[config.mk]
export PLATFORM = sky130hd
export DESIGN_NAME = pwm_line_feeder
export DESIGN_NICKNAME = d
export VERILOG_FILES = /design/src/rtl/pwm_line_feeder.sv
export SDC_FILE = /design/constraint.sdc
export NUM_CORES = 1
export LEC_CHECK = 0
export CELL_PAD_IN_SITES_DETAIL_PLACEMENT = 0
export CELL_PAD_IN_SITES_GLOBAL_PLACEMENT = 1
export CORE_AREA = 8 8 151 153
export CTS_BUF_LIST = sky130_fd_sc_hd__clkbuf_2 sky130_fd_sc_hd__clkbuf_4 sky130_fd_sc_hd__clkbuf_8
export DETAILED_ROUTE_END_ITERATION = 10
export DIE_AREA = 0 0 159 161
export GPL_TIMING_DRIVEN = 1
export MAX_ROUTING_LAYER = met4
export PLACE_DENSITY = 0.6
export RECOVER_POWER = 50
export SLEW_MARGIN = 40
export SYNTH_ARGS = -nofsm -noshare
export SYNTH_HDL_FRONTEND = slang
export SYNTH_SLANG_ARGS = --single-unit
[constraint.sdc]
create_clock -name clk -period 4.2 [get_ports clk]
set_input_delay 1.05 -clock clk [delete_from_list [all_inputs] [get_ports clk]]
set_output_delay 1.05 -clock clk [all_outputs]
set_load 0.05 [all_outputs]
[src/rtl/pwm_line_feeder.sv]
// Line feeder for the PWM channel array: buffers duty words in a FIFO and emits
// one STAGE-word burst per PWM period, aligned to the global counter period.
module pwm_line_feeder #(
  parameter int unsigned DWIDTH     = 8,
  parameter int unsigned STAGE      = 8,
  parameter int unsigned FIFO_DEPTH = 16
) (
  input  logic                        clk,
  input  logic                        rst,
  input  logic                        en,
  input  logic                        in_valid,
  input  logic [DWIDTH-1:0]           in_data,
  output logic                        in_ready,
  output logic                        start,
  output logic [DWIDTH-1:0]           data,
  output logic                        underrun,
  output logic [$clog2(FIFO_DEPTH):0] fifo_level,
  output logic [15:0]                 line_cnt
);

  localparam int unsigned AW = $clog2(FIFO_DEPTH);
  localparam int unsigned LW = AW + 1;
  localparam int unsigned BW = $clog2(STAGE + 1);

  typedef enum logic [1:0] {
    IDLE = 2'd0,
    RUN  = 2'd1,
    SEND = 2'd2
  } state_t;

  state_t              state_q, state_d;
  logic [DWIDTH-1:0]   tmr_q, tmr_d;
  logic [BW-1:0]       bcnt_q, bcnt_d;
  logic                stop_q, stop_d;
  logic [AW-1:0]       wr_ptr_q, wr_ptr_d;
  logic [AW-1:0]       rd_ptr_q, rd_ptr_d;
  logic [LW-1:0]       level_q, level_d;
  logic                start_q, start_d;
  logic [DWIDTH-1:0]   data_q, data_d;
  logic                underrun_q, underrun_d;
  logic [15:0]         line_cnt_q, line_cnt_d;
  logic                push_c;
  logic                pop_c;
  logic [DWIDTH-1:0]   mem [FIFO_DEPTH];

  assign in_ready   = rst & (level_q < LW'(FIFO_DEPTH));
  assign push_c     = in_valid & in_ready;
  assign start      = start_q;
  assign data       = data_q;
  assign underrun   = underrun_q;
  assign fifo_level = level_q;
  assign line_cnt   = line_cnt_q;

  // FIFO storage; writes are already blocked during reset through in_ready.
  always_ff @(posedge clk) begin
    if (push_c) begin
      mem[wr_ptr_q] <= in_data;
    end
  end

  // Next-state, burst sequencing and FIFO pointer logic.
  always_comb begin
    state_d    = state_q;
    tmr_d      = tmr_q;
    bcnt_d     = bcnt_q;
    stop_d     = stop_q;
    wr_ptr_d   = wr_ptr_q;
    rd_ptr_d   = rd_ptr_q;
    level_d    = level_q;
    start_d    = 1'b0;
    data_d     = '0;
    underrun_d = 1'b0;
    line_cnt_d = line_cnt_q;
    pop_c      = 1'b0;

    unique case (state_q)
      IDLE: begin
        tmr_d  = '0;
        stop_d = 1'b0;
        if (en) begin
          state_d = RUN;
        end
      end
      RUN: begin
        tmr_d = tmr_q + DWIDTH'(1);
        if (!en) begin
          state_d = IDLE;
          tmr_d   = '0;
        end else if (tmr_q == '0) begin
          if (level_q >= LW'(STAGE)) begin
            pop_c      = 1'b1;
            start_d    = 1'b1;
            line_cnt_d = line_cnt_q + 16'd1;
            bcnt_d     = BW'(1);
            stop_d     = 1'b0;
            state_d    = (STAGE > 1) ? SEND : RUN;
          end else begin
            underrun_d = 1'b1;
          end
        end
      end
      SEND: begin
        tmr_d  = tmr_q + DWIDTH'(1);
        pop_c  = 1'b1;
        bcnt_d = bcnt_q + BW'(1);
        if (!en) begin
          stop_d = 1'b1;
        end
        // Last word of the line: a dropped enable only takes effect here.
        if (bcnt_q == BW'(STAGE - 1)) begin
          bcnt_d = '0;
          if (stop_q || !en) begin
            state_d = IDLE;
            tmr_d   = '0;
          end else begin
            state_d = RUN;
          end
        end
      end
      default: begin
        state_d = IDLE;
        tmr_d   = '0;
      end
    endcase

    if (pop_c) begin
      data_d   = mem[rd_ptr_q];
      rd_ptr_d = rd_ptr_q + AW'(1);
    end
    if (push_c) begin
      wr_ptr_d = wr_ptr_q + AW'(1);
    end
    unique case ({push_c, pop_c})
      2'b10:   level_d = level_q + LW'(1);
      2'b01:   level_d = level_q - LW'(1);
      default: level_d = level_q;
    endcase
  end

  always_ff @(posedge clk) begin
    if (!rst) begin
      state_q    <= IDLE;
      tmr_q      <= '0;
      bcnt_q     <= '0;
      stop_q     <= 1'b0;
      wr_ptr_q   <= '0;
      rd_ptr_q   <= '0;
      level_q    <= '0;
      start_q    <= 1'b0;
      data_q     <= '0;
      underrun_q <= 1'b0;
      line_cnt_q <= '0;
    end else begin
      state_q    <= state_d;
      tmr_q      <= tmr_d;
      bcnt_q     <= bcnt_d;
      stop_q     <= stop_d;
      wr_ptr_q   <= wr_ptr_d;
      rd_ptr_q   <= rd_ptr_d;
      level_q    <= level_d;
      start_q    <= start_d;
      data_q     <= data_d;
      underrun_q <= underrun_d;
      line_cnt_q <= line_cnt_d;
    end
  end

endmodule

==> results by group, run 1 <==
Global routing
  – Gr ovfl total: 0
  – First-pass GRT wire length: about 25000 µm
  – Vias in the first global route: between 4000 and 5000
  – Largest net degree at the start of global routing: 27
  – Initial antenna violation count: 0
  – Total track usage: between 10% and 20%

Logic synthesis
  – Flops & latches, synth: ~180
  – Synth area leader: edfxtp_1
  – Synth top area share: between 50% and 60%
  – Cells after Synth: 501
  – Synthesized area per cell: ~15 µm²
  – Area contributors post-synth: edfxtp_1, dfxtp_1, mux4_2
  – Top_reg_cell synth: edfxtp_1
  – Post-Syn Area: around 7400 µm²
  – Seq/Total Area, Yosys: approximately two thirds
  – Asr flop ratio synth: 0%
  – Number of distinct library cells after synthesis: 47
  – Syn Nets: approximately 530
  – Number of synthesized flops with an enable pin: 128
  – Synth warnings: 0

Final layout
  – ANT cells: 0
  – Layout cells sized above 1: 16.21%
  – Layout Nets: ~600
  – Filler cell count in the final layout: between 1500 and 2000
  – P&R area growth vs syn: 16.71%

Timing
  – Hold slack: 473.0 ps
  – Final setup violation count: 0
  – RSZ-0062 raised after global routing: no
  – Fmax: between 200 and 300 MHz
  – Final Cycle Share: approximately 82%
  – Endpoints failing hold: 0
  – Fin. max-slew vios: 0
  – Setup_tns: 0 ps
  – Final Critical Period: roughly 3500 ps
  – Final WS setup: ~740 ps
  – Relative slew slack: 25.15%
  – Skew final: approximately 17 ps
  – Least-Margin Pin Slew: around 1100 ps

Drt
  – ANT nets after route: 0
  – DR WL/cell: about 18 µm
  – Vias: roughly 4300
  – Vias per cell: between 4 and 5
  – Drt first-iter violations: roughly 300
  – Residual DRC: 0
  – Routed WL: 15620 µm
  – First-pass DRT Iterations: 4

Floorplan
  – Die Area: 25600 µm²
  – Initial Util: 36.20%
  – Boundary Pins: 44
  – Row count: 53
  – Die Y: roughly 160 µm
  – Die Width: approximately 160 µm
  – Total core area: between 20000 and 25000 µm²

Setup path
  – Crit Path Max Fanout: 5
  – Buf/Inv on CP: 3
  – Launch point of the worst reg-to-reg path: tmr_q[0]
  – Crit path largest cell delay: 550 ps
  – CP arrival: around 3800 ps
  – Req. time, crit path: approximately 4600 ps
  – Critical path class: in -> reg
  – CP Launch Type: input port
  – Crit path cell chain: clkdlybuf4s50_1 -> o211ai_1 -> nor3_4 -> o21ai_0 -> inv_1 -> ha_1 -> inv_1 -> fa_1 -> nor2b_1 -> o21ai_0 -> nand3_1 -> or3b_2 -> mux2i_1
  – Crit path launch: en
  – Crit path max-delay cell type: clkdlybuf4s50_1
  – Top Family by Delay on Critical Path: simple AND/OR/NAND/NOR gates
  – CP Capture Type: register

Pwr
  – Clock Power Share: 36.3%
  – Int Power: approximately 0.0024 W
  – Logic gate share of total power: roughly 3.6%
  – Pleak: approximately 2.8 nW
  – Switch Pwr: roughly 0.00080 W
  – Seq pwr share: 60.1%
  – Worst vdd ir: between 0.00015 and 0.0002 V
  – Switching portion of total power: 24.67%
  – PwrDens: approximately 370 nW/µm²

Placed design
  – DPL Wire Length: ~10000 µm
  – GPL Wtd Cong: approximately 0.75
  – Worst slack at placement: between 200 and 300 ps
  – I/O Buffers: 43

Clock tree
  – CTS root buf: clkbuf_8
  – Max Root-Sink Buffers: 2
  – CTS Hold Bufs: 0
  – CTS Buf Count: 17
  – CTS tree: yes
  – CTS H-tree depth: 4
  – # resized after CTS: 0
  – Postcts setup bufs: 0
  – Clock slew at reported path FFs: around 100 ps
  – CTS sink cnt: ~180
  – Clock latency on the worst-skew pair: 470 ps

Job
  – Max-Cap Viols: 0

Worst hold path
  – Worst hold start: tmr_q[0]
  – Hold Crit Class: reg -> reg

Status
  – Status: completed
[through the flow]
stage                     power [W]  instances  utilization, %  area, µm²
final                      0.003224        855           42.25       8685
after global routing       0.003345        855           42.25       8685
after CTS                  0.003268        855           42.38       8712
after floorplan            0.002043        501               -       7441
after detailed placement   0.002101        823           40.47       8319
after global placement     0.002099        823           40.45       8315
[synthesized netlist by cell type (6+ instances only)]
cell      count
a211oi_1     16
a21oi_1      12
buf_2         6
clkbuf_1     13
dfxtp_1      54
edfxtp_1    128
ha_1         17
inv_1        21
mux2i_1      13
mux4_2       32
nand2_1      23
nand3_1      14
nand4_1       6
nor2_1       49
nor2b_1      12
nor3_1        9
o21ai_0      10
xnor2_1       7
xor2_1       17
[cell usage in the layout, fill, tap and decap left out, types with 6 or more instances in the layout]
cell type | netlist | layout
a211oi_1 | 16 | 16
a21oi_1 | 12 | 12
buf_4 | 1 | 22
clkbuf_8 | 0 | 17
clkdlybuf4s50_1 | 0 | 33
dfxtp_1 | 54 | 52
dlygate4sd3_1 | 0 | 9
edfxtp_1 | 128 | 128
ha_1 | 17 | 17
inv_1 | 21 | 21
inv_8 | 0 | 6
mux2i_1 | 13 | 13
mux4_2 | 32 | 32
nand2_1 | 23 | 23
nand3_1 | 14 | 14
nand4_1 | 6 | 6
nor2_1 | 49 | 49
nor2b_1 | 12 | 12
nor3_1 | 9 | 9
o21ai_0 | 10 | 10
xnor2_1 | 7 | 7
xor2_1 | 17 | 17
[sequential cells by signal, summed over array words and instances (netlist names), 2 cells and up]
register,count
mem,128
line_cnt,16
data,8
tmr_q,8
fifo_level,5
bcnt_q,4
rd_ptr_q,4
wr_ptr_q,4
state_q,2
[logic make-up (layout without fill, tap and decap cells)]
family                   Yosys count  in the layout  synth area share, %
buffers and inverters             43            122                2.321
flip-flops                       182            182                66.18
AO/OA/AOI/OAI                     51             51                4.523
multiplexers                      45             45                11.43
AND/OR/NAND/NOR                  138            138                9.585
XOR/XNOR                          24             24                2.825
adder cells (fa/ha/maj)           18             18                3.128
[area by class of cell]
type / count / area [µm²] / share of cell area, %
clock buffers: 18 / 241.5 / 2.781
clock inverters: 14 / 151.4 / 1.743
inverters: 21 / 78.83 / 0.9077
multi-input cells: 276 / 2335 / 26.88
flip-flops and latches: 182 / 4930 / 56.76
well taps: 275 / 344.1 / 3.962
repair buffers: 69 / 604.3 / 6.959
[path summary, 6_finish.rpt]
kind / cells after the start / to / slack, ps
worst min register to register: 1 / tmr_q[0] / 470
worst max register to register: 14 / fifo_level[4] / 790
worst max-delay path: 13 / fifo_level[4] / 740
worst min-delay path: 1 / tmr_q[0] / 470
[power groups by stage]
stage                     sequential (W)  combinational (W)  clock, W
after global placement           0.00198           0.000119         0
after CTS                        0.00194           0.000121   0.00121
final                            0.00194           0.000115   0.00117
after global routing             0.00194           0.000129   0.00127
after detailed placement         0.00198           0.000120         0
after floorplan                  0.00199          0.0000582         0
[worst register-to-register path, cell delays in order, from the launching register on]
cell and delay [ps]:
dfxtp_1 340, inv_1 60, ha_1 140, or4b_1 630
nor3_4 250, o21ai_0 130, inv_1 90, ha_1 220
inv_1 100, fa_1 410, nor2b_1 160, o21ai_0 110
nand3_1 90, or3b_2 450, mux2i_1 130
[metal layers]
layer	global-route usage (%)	vias up	wire [µm]
met4	4.374	0	208
met2	20.57	68	7626
met5	-	-	0
li1	-	2011	-
met1	16.25	2157	7115
met3	2.672	19	670
Note: power is estimated with default switching activity, not from simulation.
==> inputs of run 2 (changes only) <==
==> constraint.sdc (replaced) <==
create_clock -name clk -period 3.35 [get_ports clk]
set_input_delay 0.8375 -clock clk [delete_from_list [all_inputs] [get_ports clk]]
set_output_delay 0.8375 -clock clk [all_outputs]
set_load 0.05 [all_outputs]
==> run 2 against run 1 <==
Combinational power up 31%. Critical path depth stayed put. Via count hardly changed. Sequential power grew 25%. Cell count rose by 1.4%. Power is 26% higher. Critical endpoint unchanged. Largest power group unchanged. Routed wire length down 7.0%. Hold slack got worse by 3.4 ps. Non-clock buffer count up 12. Clock power up 25%. Design area up 0.94%.
==> results by group, run 2 (synthesis results as in run 1) <==
Status
  – Status: completed

Setup path
  – Critical path class: in -> reg
  – CP Launch Type: input port
  – Crit path cell chain: clkdlybuf4s50_1 -> o211ai_1 -> nor3_4 -> o21ai_1 -> inv_1 -> ha_2 -> inv_1 -> fa_1 -> nor2b_1 -> o21ai_0 -> nand3_1 -> or3b_2 -> mux2i_1
  – CP Capture Type: register
  – Top Family by Delay on Critical Path: simple AND/OR/NAND/NOR gates
  – Launch point of the worst reg-to-reg path: tmr_q[0]
  – CP arrival: 3460 ps (-360 ps)
  – Crit path largest cell delay: 480 ps (-70 ps)
  – Crit Path Max Fanout: 3 (-2)
  – Crit path max-delay cell type: clkdlybuf4s50_1
  – Req. time, crit path: 3700 ps (-860 ps)
  – Critical Path Most Common Cell: inv_1
  – Buf/Inv on CP: 3 (unchanged)
  – Crit path launch: en

Worst hold path
  – Worst hold start: tmr_q[0]
  – Hold Crit Class: reg -> reg

Final layout
  – Layout Nets: 609 (+2.0%)
  – Number of flip-flops in the largest register: 128 (unchanged)
  – Layout cells sized above 1: 17.23% (+1.0 points)
  – P&R area growth vs syn: 17.81%
  – Final Instance Area: 8766 µm² (+0.94%)
  – Most flops, register: mem
  – Most frequent cells in the layout: edfxtp_1, dfxtp_1, nor2_1
  – Most common cell after layout, fill and taps aside: edfxtp_1
  – ANT cells: 0 (unchanged)

Pwr
  – Switch Pwr: 0.0009486 W (+19%)
  – Seq pwr share: 60.1% (about the same)
  – Logic gate share of total power: 3.7% (about the same)
  – Clock Power Share: 36.2% (about the same)
  – Int Power: 0.003097 W (+28%)
  – Switching portion of total power: 23.45% (-1.2 points)
  – PwrDens: 461.6 nW/µm² (+24%)
  – Worst vdd ir: 0.0001940 V (+3.7%)
  – Pleak: 2.875 nW (+1.7%)

Global routing
  – First-pass GRT wire length: 23670 µm (-3.8%)
  – Largest net degree at the start of global routing: 20 (-26%)
  – Total track usage: 12.19% (-0.71 points)
  – Initial antenna violation count: 0 (unchanged)
  – Vias in the first global route: 4409 (+1.0%)
  – Gr ovfl total: 0 (unchanged)

Timing
  – Fmax: ~320 MHz
  – Final Cycle Share: about 93%
  – Final setup violation count: 0 (unchanged)
  – Setup_tns: 0 ps (unchanged)
  – Hold slack: 469.6 ps (-3.350 ps)
  – Skew final: 13.63 ps (-3.751 ps)
  – Final Critical Period: ~3100 ps
  – RSZ-0062 raised after global routing: no
  – Relative slew slack: 19.22% (-5.9 points)
  – Fin. max-slew vios: 0 (unchanged)
  – Endpoints failing hold: 0 (unchanged)
  – Least-Margin Pin Slew: 1201 ps (+77.89 ps)

Clock tree
  – CTS root buf: clkbuf_8
  – CTS sink cnt: 182 (unchanged)
  – Max Root-Sink Buffers: 2 (unchanged)
  – CTS tree: yes
  – CTS Hold Bufs: 0 (unchanged)
  – Clock latency on the worst-skew pair: 460 ps (about the same)
  – CTS Buf Count: 17 (unchanged)
  – Postcts setup bufs: 0 (unchanged)
  – CTS H-tree depth: 4 (unchanged)
  – Clock slew at reported path FFs: 90 ps (about the same)

Drt
  – Residual DRC: 0 (unchanged)
  – Vias: 4257 (+0.047%)
  – Vias per cell: 4.910 (-1.3%)
  – First-pass DRT Iterations: 4 (unchanged)
  – ANT nets after route: 0 (unchanged)
  – DR WL/cell: 16.76 µm (-8.3%)
  – Routed WL: 14530 µm (-7.0%)
  – Drt first-iter violations: 265 (-13%)

Floorplan
  – Die Width: 159 µm (unchanged)
  – Row count: 53 (unchanged)
  – Initial Util: 36.20% (unchanged)
  – Boundary Pins: 44 (unchanged)
  – Die Y: 161 µm (unchanged)
  – Total core area: 20560 µm² (unchanged)
  – Die Area: 25600 µm² (unchanged)

Placed design
  – GPL Wtd Cong: 0.7552 (+0.92%)
  – Placement Cell Area: 8426 µm² (+1.3%)
  – I/O Buffers: 43 (unchanged)
  – DPL Wire Length: 10150 µm (-2.4%)

Job
  – Max-Cap Viols: 0 (unchanged)
-- run 2: path summary, 6_finish.rpt --
path,end,slack [ps],cells after the start
worst min register to register,tmr_q[0],470,1
worst max register to register,fifo_level[4],300,14
worst max-delay path,fifo_level[4],240,13
worst min-delay path,tmr_q[0],470,1
-- run 2: layout make-up --
cell class	instances	area, µm²
fill	1887	11790
sequential	182	4926
multi-input combinational	276	2331
timing repair buffer	81	691.9
tap	275	344.1
clock buffer	17	234.0
clock inverter	15	160.2
inverter	21	78.83
-- run 2: power groups by stage --
stage | clock network [W] | registers [W] | logic, W
after floorplan | 0 | 0.00249 | 0.0000735
after global placement | 0 | 0.00248 | 0.000155
after detailed placement | 0 | 0.00248 | 0.000158
after CTS | 0.00152 | 0.00243 | 0.000159
after global routing | 0.00161 | 0.00243 | 0.000170
final | 0.00146 | 0.00243 | 0.000151
-- run 2: stage by stage --
step                      util (%)  instances  setup WS [ps]  total power (W)
after floorplan                  -        501          67.39         0.002562
after global placement       40.99        835         -182.8         0.002637
after detailed placement     40.99        835         -244.3         0.002642
after CTS                    42.90        867          132.8         0.004109
after global routing         42.64        867          75.20         0.004214
final                        42.64        867          240.8         0.004046
-- run 2: routing by layer --
metal	global-route usage, %	share of wire (%)
met1	14.84	46
met2	19.54	49
met3	2.825	3.1
met4	4.760	1.6
met5	-	0
-- run 2: repair_timing --
action                                  in CTS  in global routing
hold endpoints to repair                     0                  0
endpoints found under the setup margin       0                  1
gates resized for setup                      0                  2
